`src/rtl/instruction_fetch.sv`:
```
// PC and instruction-fetch stage: holds the PC and fetches 16-bit words over a req/ack handshake.
// Optional breakpoint logic is enabled with `define BREAKPOINT_EN.
module instruction_fetch #(
    parameter int unsigned ADDR_W   = 8,
    parameter int unsigned RESET_PC = 0,
    parameter int unsigned TIMEOUT  = 15
) (
    input  logic              clock,
    input  logic              resetn,
    input  logic              pc_increment,
    input  logic              pc_load,
    input  logic [ADDR_W-1:0] pc_load_value,
    output logic              imem_req,
    output logic [ADDR_W-1:0] imem_addr,
    input  logic              imem_ack,
    input  logic [15:0]       imem_rdata,
    output logic [15:0]       current_instruction,
    output logic              instr_valid,
    output logic [ADDR_W-1:0] program_counter,
    output logic              fetch_error
`ifdef BREAKPOINT_EN
    ,
    input  logic [ADDR_W-1:0] bp_addr,
    input  logic              bp_enable,
    input  logic              bp_resume,
    output logic              bp_hit
`endif
);

    localparam int unsigned CNT_W = $clog2(TIMEOUT + 1);
    localparam logic [15:0] HALT  = 16'h0300;

    typedef enum logic [1:0] {S_IDLE, S_FETCH, S_READY, S_ERROR} state_t;

    state_t              state_q, state_d;
    logic [ADDR_W-1:0]   pc_q, pc_d;
    logic [15:0]         instr_q, instr_d;
    logic                valid_q, valid_d;
    logic                req_q, req_d;
    logic                err_q, err_d;
    logic [CNT_W-1:0]    wait_q, wait_d;
    logic                pend_q, pend_d;
    logic [ADDR_W-1:0]   pend_addr_q, pend_addr_d;
`ifdef BREAKPOINT_EN
    logic [15:0]         shadow_q, shadow_d;
    logic                hit_q, hit_d;
    logic                armed_q, armed_d;
`endif

    always_comb begin
        state_d     = state_q;
        pc_d        = pc_q;
        instr_d     = instr_q;
        valid_d     = valid_q;
        req_d       = req_q;
        err_d       = err_q;
        wait_d      = wait_q;
        pend_d      = pend_q;
        pend_addr_d = pend_addr_q;
`ifdef BREAKPOINT_EN
        shadow_d    = shadow_q;
        hit_d       = hit_q;
        armed_d     = armed_q;
`endif
        case (state_q)
            S_IDLE: begin
                state_d = S_FETCH;
                req_d   = 1'b1;
                wait_d  = '0;
            end
            S_FETCH: begin
                if (imem_ack) begin
                    // A redirect seen during this fetch discards the returned word and refetches.
                    if (pend_q || pc_load) begin
                        pc_d   = pc_load ? pc_load_value : pend_addr_q;
                        pend_d = 1'b0;
                        wait_d = '0;
                    end else begin
                        instr_d = imem_rdata;
                        valid_d = 1'b1;
                        req_d   = 1'b0;
                        state_d = S_READY;
`ifdef BREAKPOINT_EN
                        if (bp_enable && armed_q && (pc_q == bp_addr)) begin
                            instr_d  = HALT;
                            shadow_d = imem_rdata;
                            hit_d    = 1'b1;
                            armed_d  = 1'b0;
                        end
`endif
                    end
                end else begin
                    if (pc_load) begin
                        pend_d      = 1'b1;
                        pend_addr_d = pc_load_value;
                    end
                    if (wait_q == CNT_W'(TIMEOUT - 1)) begin
                        instr_d = HALT;
                        err_d   = 1'b1;
                        req_d   = 1'b0;
                        pend_d  = 1'b0;
                        state_d = S_ERROR;
                    end else begin
                        wait_d = wait_q + CNT_W'(1);
                    end
                end
            end
            S_READY: begin
`ifdef BREAKPOINT_EN
                if (hit_q && bp_resume) begin
                    instr_d = shadow_q;
                    hit_d   = 1'b0;
                end
`endif
                if (pc_load || pc_increment) begin
                    pc_d    = pc_load ? pc_load_value : pc_q + ADDR_W'(1);
                    valid_d = 1'b0;
                    req_d   = 1'b1;
                    wait_d  = '0;
                    state_d = S_FETCH;
                end
            end
            default: ;
        endcase
`ifdef BREAKPOINT_EN
        if (pc_d != pc_q) armed_d = 1'b1;
`endif
    end

    always_ff @(posedge clock or negedge resetn) begin
        if (!resetn) begin
            state_q     <= S_IDLE;
            pc_q        <= ADDR_W'(RESET_PC);
            instr_q     <= HALT;
            valid_q     <= 1'b0;
            req_q       <= 1'b0;
            err_q       <= 1'b0;
            wait_q      <= '0;
            pend_q      <= 1'b0;
            pend_addr_q <= '0;
`ifdef BREAKPOINT_EN
            shadow_q    <= HALT;
            hit_q       <= 1'b0;
            armed_q     <= 1'b1;
`endif
        end else begin
            state_q     <= state_d;
            pc_q        <= pc_d;
            instr_q     <= instr_d;
            valid_q     <= valid_d;
            req_q       <= req_d;
            err_q       <= err_d;
            wait_q      <= wait_d;
            pend_q      <= pend_d;
            pend_addr_q <= pend_addr_d;
`ifdef BREAKPOINT_EN
            shadow_q    <= shadow_d;
            hit_q       <= hit_d;
            armed_q     <= armed_d;
`endif
        end
    end

    assign imem_req            = req_q;
    assign imem_addr           = pc_q;
    assign current_instruction = instr_q;
    assign instr_valid         = valid_q;
    assign program_counter     = pc_q;
    assign fetch_error         = err_q;
`ifdef BREAKPOINT_EN
    assign bp_hit              = hit_q;
`endif

endmodule

```
`config.mk`:
```
export PLATFORM = sky130hd
export DESIGN_NAME = instruction_fetch
export DESIGN_NICKNAME = d
export VERILOG_FILES = /design/src/rtl/instruction_fetch.sv
export SDC_FILE = /design/constraint.sdc
export NUM_CORES = 1
export LEC_CHECK = 0
export ABC_AREA = 1
export CAP_MARGIN = 20
export CORE_AREA = 3 3 78 80
export CTS_CLUSTER_SIZE = 16
export DETAILED_ROUTE_END_ITERATION = 7
export DIE_AREA = 0 0 81 83
export DONT_BUFFER_PORTS = 1
export SYNTH_ARGS = -nofsm -noshare
export SYNTH_HDL_FRONTEND = slang
export SYNTH_SLANG_ARGS = --single-unit
```
`constraint.sdc`:
```
create_clock -name clock -period 1.72 [get_ports clock]
set_input_delay 0.344 -clock clock [delete_from_list [all_inputs] [get_ports clock]]
set_output_delay 0.344 -clock clock [all_outputs]
set_load 0.02 [all_outputs]
```
### Word level (Yosys, flattened, before mapping)

Index checks and enable logic that the tools add are counted.

* register bits: 42
* bits of input ports: 29
* output and inout port bits: 35

* $add $sub $neg: 2
* equal/unequal tests: 13
* mux-type cells: 32
* bitwise gates (word level): 1
* reduce and logical (&&, ||, !) cells: 15

Operator list (count)
* $mux 16: 3
* $mux 8: 5
* $mux 4: 4
* $pmux 8 s2: 1
* $reduce_and 4->1: 4
* $ne 3x3->1 const B: 4
* $pmux 4 s3: 1
* $mux 1: 11
* $ne 2x2->1 const B: 5
* $reduce_and 3->1: 3
* $add 8x1->8 const B: 1
* $mux 2: 4
* $pmux 2 s3: 1
* $reduce_bool 3->1: 2
* $add 4x1->4 const B: 1
* $eq 4x4->1 const B: 1
* $reduce_bool 2->1: 2
* $pmux 1 s3: 1
* $eq 2x1->1 const B: 1
* $eq 2x2->1 const B: 1
* $logic_not 2->1: 1
* $logic_or 1x1->1: 2
* $ne 2x1->1 const B: 1
* $pmux 1 s2: 1
* other kinds (2): 2

### Depth between registers and ports, before layout

* word-level depth: 4
* mapped depth: 10

### Least setup slack after synthesis

OpenSTA, ideal clock, no wires.

* path kind: flip-flop to flip-flop
* start point: register wait_q[0]
* end point: register instr_q[10], in the netlist current_instruction[10]
* arrival: 1.247 ns
* data required time: 1.603 ns
* slack: 0.356 ns
* stages on the path, launching flop included: 9
* clock period less this slack: 1.364 ns
* cells stage by stage: dfrtp_1 inv_1 ha_1 nand3_1 o21ai_4 inv_2 buf_6 nand2_1 nand2_1

* word-level cells in the longest chain between the ends: 3

RTL lines
* start, declared: line 41 `logic [CNT_W-1:0] wait_q, wait_d;`
* start signal, assigned: line 153 `wait_q <= wait_d;`
* $eq 4x4->1: line 97 `if (wait_q == CNT_W'(TIMEOUT - 1)) begin`
* $reduce_bool 2->1 (no line)
* $reduce_and 3->1 (no line)
* end signal, assigned: line 149 `instr_q <= instr_d;`
* end, declared: line 37 `logic [15:0] instr_q, instr_d;`

No other way between the ends.
A chain may end at the register's enable or synchronous reset.

### Worst setup path in the final report

* start point: register wait_q[0]
* end point: register wait_q[2]

* word-level cells in the longest chain between the ends: 4
* elaborated cells on any way between the ends: 7

RTL lines
* $add 4x1->4: line 104 `wait_d = wait_q + CNT_W'(1);`
* $mux 4: line 97
* $mux 4: line 72 `if (imem_ack) begin`
* $pmux 4 s3: line 65 `case (state_q)`

Several ways; a longest one is shown, not always the timed one. The select of a mux whose other input is x is not followed.

==> metrics.md <==
| Metric | Value |
|---|---|
| DRT iter0 DRCs | 79 |
| Root buf cell | clkbuf_8 |
| Chip height | 83 um |
| NumNets Final | 319 |
| Hold path depth | 2 |
| RSZ-0062 raised after global routing | false |
| DRT antenna net count | 0 |
| Worst vdd ir | 0.577 mV |
| Min cycle time layout | about 1.5 ns |
| Worst-path clk slew | 0.09 ns |
| Switching share of power | 0.455 |
| GPL Wtd Cong | 0.800 |
| RR Endpoint | wait_q[2]$_DFFE_PN0P_ |
| Gate Count Post-Synth | around 280 |
| DR pass1 iterations | 4 |
| Peak Freq | about 0.67 GHz |
| Comb pwr share | 0.332 |
| FP Rows | 27 |
| Worst setup margin | 0.221 ns |
| Maximum fanout along the worst path | 7 |
| Clock sinks | 42 |
| Warnings, synthesis | 0 |
| HPWL after detailed placement | 3510 um |
| Yosys cell types | 28 |
| Leak | 1.16 nW |
| Mapped Nets | 313 |
| Endpoint class of the critical path | flop |
| Yosys reg bits | 42 |
| Initial Utilization | 0.399 |
| Initial antenna violation count | 0 |
| Hold Crit Class | primary input to flop |
| R2R cell count | 7 |
| Worst Hold Path EP | current_instruction[7]$_DFFE_PN0P_ |
| # port buffers | 0 |
| Setup TNS | 0 ns |
| Global-route wire length before repair | 8050 um |
| Clock skew | 0.00901 ns |
| H-tree levels | 2 |
| Largest net degree at the start of global routing | 43 |
| Outcome | finished, final reports clean |
| Residual DRC | 0 |
| Worst slew margin | 0.702 |
| Total CTS buffers | 5 |
| Max-cap check violation count | 0 |
| Switching Power | approximately 1.8 mW |
| Drt total wl | 4770 um |
| Die width | 81 um |
| Post-Layout Inst Area | 2370 um^2 |
| Wire per inst | 13.3 um |
| Number of global-route vias before repair | 1703 |
| Gr usage total | 0.149 |
| Grt ovf | 0 |
| Dpl ws | between 0.2 and 0.25 ns |
| Commonest cells after routing, fill and taps aside | nand2_1, dfrtp_1, nor2_1 |
| Routed vias | 1741 |
| R2R Setup Slk | 0.22 ns |
| Hold wc startpoint | imem_rdata[7] |
| Fin. max-slew vios | 0 |
| Seq pwr share | 0.505 |
| Arr. time, crit path | between 1.5 and 2 ns |
| Post-DP Area | 2250 um^2 |
| Multi-input logic area | 931 um^2 |
| Syn Area/Cell | 7.77 um^2 |
| CP required | 1.90 ns |
| Int Pwr | 2.17 mW |
| Clock tree buffer depth | 2 |
| Most common cell after layout, fill and taps aside | nand2_1 |
| Antenna diode count | 0 |
| Num ports | 64 |
| DIE AREA | 6720 um^2 |
| Seq/Total Area, Yosys | 0.483 |
| Reg2reg start | wait_q[0]$_DFFE_PN0P_ |
| Period utilisation layout | 0.871 |
| Post-Syn Area | 2180 um^2 |
| Layout filler cell count | around 560 |
| Area grow syn2layout | 8.54% |
| Worst-Skew Late Latency | 0.30 ns |
| Register area | 1050 um^2 |
| Worst slew pin tran | around 0.45 ns |
| Pwr/cell area | between 1500 and 2000 nW/um^2 |
| Share of layout cells above drive strength 1 | 0.153 |
| Clock Power Share | 0.163 |
| Final Hold Fails | 0 |
| Setup Crit Path Kind | flop to flop |
| Startpoint Class | flop |
| CTS tree | yes |
| Core area | between 5000 and 6000 um^2 |
| Via/cell ratio | about 4.8 |
| Setup violations, final | 0 |
## stage by stage
step,total power [mW],hold slack (ns),cells,utilization
6_report,3.99,0.160,360,0.433
2_1_floorplan,3.09,0.0484,281,-
3_3_place_gp,3.32,0.0493,350,0.411
5_1_grt,4.33,0.149,360,0.433
3_5_place_dp,3.35,0.0494,350,0.411
4_1_cts,4.03,0.149,360,0.433
## worst max-delay path by stage
stage / to / cells after the start / start
after detailed placement: wait_q[2]$_DFFE_PN0P_ / 7 / wait_q[0]$_DFFE_PN0P_
after floorplan: current_instruction[10]$_DFFE_PN0P_ / 8 / wait_q[0]$_DFFE_PN0P_
final: wait_q[2]$_DFFE_PN0P_ / 7 / wait_q[0]$_DFFE_PN0P_
after global routing: wait_q[2]$_DFFE_PN0P_ / 8 / wait_q[0]$_DFFE_PN0P_
after global placement: wait_q[2]$_DFFE_PN0P_ / 7 / wait_q[0]$_DFFE_PN0P_
after CTS: wait_q[2]$_DFFE_PN0P_ / 7 / wait_q[0]$_DFFE_PN0P_
## synthesized netlist by cell type, drive strengths merged
cell     n  share of area
buf     12          0.044
dfstp    2          0.024
o21bai   2         0.0069
a211oi   1         0.0034
nand3   14          0.032
o21ai   24          0.060
ha       3          0.017
o211ai   1         0.0034
inv     26          0.046
nand2   96           0.17
dfrtp   40           0.46
or2      2         0.0057
nor2    41          0.084
a21oi    9          0.021
clkbuf   1         0.0017
nand4    4          0.011
nor3     1         0.0023
o21a     1         0.0034
a21boi   1         0.0034
## registers in the layout (all words and copies together), names as in the netlist
register             flops
current_instruction     16
imem_addr                8
pend_addr_q              8
wait_q                   4
state_q                  2
fetch_error              1
imem_req                 1
instr_valid              1
pend_q                   1
## worst max-delay path, stage by stage, from the launching register on
cell and delay, ns:
dfrtp_1 0.42, inv_1 0.10, ha_1 0.15, nand3_1 0.17, nand2_1 0.15, o21ai_1 0.12
nor2_4 0.16, o21ai_0 0.11
## per-layer routing
| metal | routed length [um] | global-route usage | part of all wire |
|---|---|---|---|
| met3 | 222 | 0.0347 | 0.047 |
| met2 | 2250 | 0.236 | 0.47 |
| met4 | 40 | 0.0430 | 0.0084 |
| met5 | 0 | 0 | 0 |
| met1 | 2260 | 0.203 | 0.47 |
## power by group through the flow
stage	Clock (mW)	Combinational (mW)	Sequential, mW
2_1_floorplan	0	1.03	2.06
3_3_place_gp	0	1.29	2.03
3_5_place_dp	0	1.31	2.04
4_1_cts	0.670	1.34	2.02
5_1_grt	0.715	1.55	2.06
6_report	0.649	1.33	2.01
## logic make-up (layout without fill, tap and decap cells)
group | Yosys count | count (layout) | synth area share
AO/OA/AOI/OAI | 39 | 39 | 0.101
adder cells (fa/ha/maj) | 3 | 3 | 0.0172
buffers and inverters | 39 | 46 | 0.0911
flip-flops | 42 | 42 | 0.483
AND/OR/NAND/NOR | 158 | 158 | 0.308
## timing repair
action	CTS	global route
gates resized for setup	0	0
setup buffers	0	0
setup endpoints to repair	0	0
hold buffers	2	0
hold endpoints to repair	42	0
## area by class of cell
cell class	count	area share
inverters	26	0.0422
well taps	72	0.0380
flip-flops and latches	42	0.445
clock buffers	5	0.0290
multi-input cells	200	0.393
clock inverters	3	0.00898
repair buffers	12	0.0444
No activity file was read; power rests on OpenSTA's default activity.
